<file path="config.mk">
export PLATFORM = sky130hd
export DESIGN_NAME = serial_sub_ctrl
export DESIGN_NICKNAME = d
export VERILOG_FILES = /design/src/rtl/serial_sub_ctrl.sv
export SDC_FILE = /design/constraint.sdc
export NUM_CORES = 1
export LEC_CHECK = 0
export CORE_AREA = 2 2 58 60
export DETAILED_ROUTE_END_ITERATION = 16
export DIE_AREA = 0 0 60 62
export GPL_TIMING_DRIVEN = 0
export PLACE_DENSITY = 0.82
export SLEW_MARGIN = 40
export SYNTH_ARGS = -nofsm -noshare
export SYNTH_HDL_FRONTEND = slang
export SYNTH_HIERARCHICAL = 1
export SYNTH_SLANG_ARGS = --single-unit
</file>
<file path="constraint.sdc">
create_clock -name clk -period 3.07 [get_ports clk]
set_input_delay 0.4605 -clock clk [delete_from_list [all_inputs] [get_ports clk]]
set_output_delay 0.4605 -clock clk [all_outputs]
set_load 0.02 [all_outputs]
</file>
<file path="src/rtl/serial_sub_ctrl.sv">
// Bit-serial unsigned subtractor: a - b - bin, LSB first, one full_sub cell.
// Latency: WIDTH RUN cycles after acceptance, result held in DONE until consumed.
// Backpressure: start_ready only in IDLE; result held stable while res_ready=0.

module full_sub (
    input  logic x,
    input  logic y,
    input  logic c,
    output logic d,
    output logic bo
);
    assign d  = x ^ y ^ c;
    assign bo = (~x & y) | (~(x ^ y) & c);
endmodule

module serial_sub_ctrl #(
    parameter int WIDTH = 8
) (
    input  logic             clk,
    input  logic             rst_n,
    input  logic             start_valid,
    output logic             start_ready,
    input  logic [WIDTH-1:0] a,
    input  logic [WIDTH-1:0] b,
    input  logic             bin,
    output logic             res_valid,
    input  logic             res_ready,
    output logic [WIDTH-1:0] diff,
    output logic             bout,
    output logic             busy
);
    localparam int CW = (WIDTH > 1) ? $clog2(WIDTH) : 1;
    localparam logic [CW-1:0] LAST = CW'(WIDTH - 1);

    typedef enum logic [1:0] {IDLE, RUN, DONE} state_t;

    state_t           state;
    logic [WIDTH-1:0] areg;
    logic [WIDTH-1:0] breg;
    logic             borrow;
    logic [CW-1:0]    cnt;
    logic             cell_d;
    logic             cell_b;
    logic [WIDTH:0]   dshift;

    full_sub u_cell (
        .x  (areg[0]),
        .y  (breg[0]),
        .c  (borrow),
        .d  (cell_d),
        .bo (cell_b)
    );

    // Extra bit lets the MSB insertion work for WIDTH=1 without an empty slice.
    assign dshift = {cell_d, diff};
    // The borrow flop doubles as the visible final borrow once RUN completes.
    assign bout   = borrow;

    always_ff @(posedge clk) begin
        if (!rst_n) begin
            state       <= IDLE;
            areg        <= '0;
            breg        <= '0;
            borrow      <= 1'b0;
            cnt         <= '0;
            diff        <= '0;
            start_ready <= 1'b1;
            res_valid   <= 1'b0;
            busy        <= 1'b0;
        end else begin
            case (state)
                IDLE: begin
                    if (start_valid && start_ready) begin
                        areg        <= a;
                        breg        <= b;
                        borrow      <= bin;
                        cnt         <= '0;
                        state       <= RUN;
                        start_ready <= 1'b0;
                        busy        <= 1'b1;
                    end
                end
                RUN: begin
                    areg   <= areg >> 1;
                    breg   <= breg >> 1;
                    borrow <= cell_b;
                    diff   <= dshift[WIDTH:1];
                    // Stop on the last bit rather than incrementing, so cnt never wraps.
                    if (cnt == LAST) begin
                        state     <= DONE;
                        busy      <= 1'b0;
                        res_valid <= 1'b1;
                    end else begin
                        cnt <= cnt + 1'b1;
                    end
                end
                DONE: begin
                    if (res_ready) begin
                        state       <= IDLE;
                        res_valid   <= 1'b0;
                        start_ready <= 1'b1;
                    end
                end
                default: begin
                    state       <= IDLE;
                    start_ready <= 1'b1;
                    res_valid   <= 1'b0;
                    busy        <= 1'b0;
                end
            endcase
        end
    end
endmodule

</file>
==> flow_summary_export.csv <==
group,metric,value,unit
place,hpwl,2.51,mm
power_and_ir_drop,seqPwrFrac,51.5,%
cts,postCtsSetupBuffers,0,
timing,max_freq,546,MHz
detailed_routing,route.antenna.remaining_nets,0,
cts,cts_tree,"done",
worst_setup_path,start_kind,"register",
cells_and_area,layout-drive-gt1-share,13.5,%
power_and_ir_drop,p_comb_share,23.9,%
synthesis,synthArstFlopShare,0,%
status,status,"finished, final reports clean",
worst_setup_path,path_buf_inv,1,
detailed_routing,wire_per_inst,13.9,um
power_and_ir_drop,p_clk_share,24.7,%
die,start_util,51.1,%
global_routing,grt_pass1_wl,5.66,mm
global_routing,grt_pass1_vias,1305,
synthesis,synth_edf_count,0,
worst_setup_path,endpoint_kind,"output pin",
worst_setup_path,crit_arrival,1370,ps
timing,worst_slew_pin_slew,490,ps
worst_setup_path,worstReg2RegEnd,"res_valid$_SDFFE_PN0P_",
worst_setup_path,worstSetupPathType,"register to output pin",
worst_setup_path,slowest_delay,630,ps
cts,cts_sinks,33,
worst_setup_path,required,2610,ps
synthesis,yosys_register_bits,33,
timing,post-route-period-util,59.7,%
detailed_routing,wirelength,3.43,mm
worst_setup_path,path_max_fanout,6,
timing,maxSlewViolCount,0,
cts,cts.repair.resized,0,
worst_setup_path,crit_family,"buffers and inverters",
synthesis,ys_seq_area_share,40.6,%
cts,cts_hold_buf,0,
cells_and_area,final_nets,223,
worst_setup_path,worstRegToRegCells,4,
synthesis,avgSynthCellArea,10.1,um2
detailed_routing,via_per_inst,5.43,
timing,min_period,1830,ps
synthesis,yosys.area.top_type,"dfxtp_1",
timing,hold-worst-slack,478,ps
timing,setup_viol_count_final,0,
cells_and_area,insertedDiodeCount,0,
synthesis,ys_top_cells_by_area,"dfxtp_1 (41%), o311a_1 (9.2%), mux2_4 (7.4%)",
timing,rsz0062_at_grt,"false",
cts,clk_pin_slew,90,ps
die,ioPinCount,33,
place,port_buffers,31,
cells_and_area,fin_area,0.00204,mm2
power_and_ir_drop,irDropWorstVdd,319,uV
hold_path,min_to,"diff[0]$_SDFFE_PN0P_",
cells_and_area,synthToLayoutAreaGrowth,25.6,%
synthesis,syn_inst,161,
place,gp_congestion,0.781,
timing,hold_viol_final,0,
power_and_ir_drop,total_power,0.000932,W
cts,cts_buffer_depth,2,
power_and_ir_drop,power_density,456,mW/mm2
timing,slew_headroom,67.3,%
hold_path,hold_class,"register to register",
synthesis,netlist_area,0.00163,mm2
synthesis,synth_most_common_cell,"dfxtp_1",
power_and_ir_drop,p_switching,0.000255,W
die,die_y,62,um
cts,worstSkewPairLatency,330,ps
synthesis,yosys_most_used_dff,"dfxtp_1",
die,dieArea,0.00372,mm2
worst_setup_path,cp_cell_sequence,"clkdlybuf4s50_1",
run,maxCapViolCount,0,
place,placed_cell_area,0.00199,mm2
die,rows,21,
cts,cts_buffers,5,
timing,fin_setup_tns,0,ps
detailed_routing,vias,1336,
worst_setup_path,r2r_start,"state[1]$_SDFFE_PN0P_",
cts,htreeDepth,2,
worst_setup_path,r2r_setup_slack,1510,ps
power_and_ir_drop,p_leak,0.806,nW
die,core_region_area,0.00318,mm2
synthesis,synth_top_area_share,40.6,%
die,fp.dieW,60,um
synthesis,synth.distinct_cells,33,
cells_and_area,fillers,273,
global_routing,grt_max_degree,11,
detailed_routing,drc,0,
synthesis,synth_common_cells,"dfxtp_1 (33), nand2_1 (21), o21bai_1 (15), o311a_1 (15), clkbuf_1 (11)",
hold_path,min_from,"diff[0]$_SDFFE_PN0P_",
detailed_routing,drtIter0Drc,39,
global_routing,grt-ovfl-total,0,
detailed_routing,firstDrtPassIters,4,
cts,clockRootBuffer,"clkbuf_4",
power_and_ir_drop,internal-power,0.000677,W
global_routing,gr-usage-all-layers,20.5,%
timing,skew,5.30,ps
synthesis,yosys_warnings,6,
worst_setup_path,slowest_stage,"clkdlybuf4s50_1",
synthesis,syn_nets,185,
cells_and_area,final_util,64.2,%
global_routing,antenna_found_initial,0,
hold_path,hold_depth,2,
power_and_ir_drop,switching_share,27.4,%
[layout by cell type (no fill, tap or decap), types with 2 or more instances in the layout]
master           netlist  layout
o22ai_1                2       2
o21a_1                 2       2
ha_1                   2       2
inv_1                  6       6
dfxtp_1               33      33
mux2_2                 6       6
o21ai_0                2       2
a21oi_1                5       5
nand2_1               21      21
o21bai_1              15      15
and2_1                 2       2
mux2_4                 8       8
o311a_1               15      15
clkdlybuf4s50_1        0      31
a32o_1                 2       2
buf_6                  2       2
a21boi_0               8       8
clkbuf_1              11      14
nor2_1                 2       2
buf_2                  2       2
clkbuf_4               0       5
nor2b_1                2       2
[how the worst max path moves through the flow]
stage                                   startpoint                   end  slack (ps)  cells past startpoint
after floorplan              state[0]$_SDFFE_PN0P_     bout$_SDFFE_PN0P_        1640                      5
after global placement                 start_valid  breg[3]$_SDFFE_PN0P_        1070                      5
after detailed placement               start_valid  areg[0]$_SDFFE_PN0P_        1010                      5
after CTS                 start_ready$_SDFFE_PN1P_           start_ready        1220                      1
after global routing      start_ready$_SDFFE_PN1P_           start_ready        1190                      1
final                     start_ready$_SDFFE_PN1P_           start_ready        1240                      1
[stage by stage]
| stage | setup slack (ps) | cells |
|---|---|---|
| 6_report | 1240 | 246 |
| 5_1_grt | 1190 | 246 |
| 4_1_cts | 1220 | 246 |
| 3_5_place_dp | 1010 | 238 |
| 3_3_place_gp | 1070 | 238 |
| 2_1_floorplan | 1640 | 161 |
[layout make-up]
| type | instances | area (um2) | area share [%] |
|---|---|---|---|
| multi-input cells | 106 | 848 | 41.5 |
| clock buffers | 8 | 48.8 | 2.39 |
| plain buffers | 16 | 93.8 | 4.60 |
| repair buffers | 31 | 310 | 15.2 |
| flip-flops and latches | 33 | 661 | 32.4 |
| inverters | 6 | 22.5 | 1.10 |
| well taps | 46 | 57.6 | 2.82 |
[flip-flops by register name (all words and copies together), names as in the netlist]
name,count
areg,8
breg,8
diff,8
cnt,3
state,2
bout,1
busy,1
res_valid,1
start_ready,1
[metal layers]
metal  track usage [%]  vias up  part of all wire, %
met5                 0        -                    0
met2              36.6       38                   50
met3              4.55        6                  5.3
met1              23.6      627                   43
li1                  -      665                    -
met4              8.57        0                  1.3
[logic make-up (layout without fill, tap and decap cells)]
| family | Yosys count | in the layout | synth area share (%) |
|---|---|---|---|
| AO/OA/AOI/OAI | 53 | 53 | 26.0 |
| buffers and inverters | 22 | 61 | 7.16 |
| AND/OR/NAND/NOR | 35 | 35 | 11.2 |
| multiplexers | 15 | 15 | 12.2 |
| adder cells (fa/ha/maj) | 3 | 3 | 2.77 |
| flip-flops | 33 | 33 | 40.6 |
[power by group through the flow]
stage               registers, W  clock network (W)  logic [W]
detailed placement      0.000490                  0   0.000222
global route            0.000484           0.000253   0.000245
floorplan               0.000493                  0   0.000148
global placement        0.000488                  0   0.000214
CTS                     0.000480           0.000237   0.000223
finish                  0.000480           0.000230   0.000223
Power figures use the tool's default switching activity.
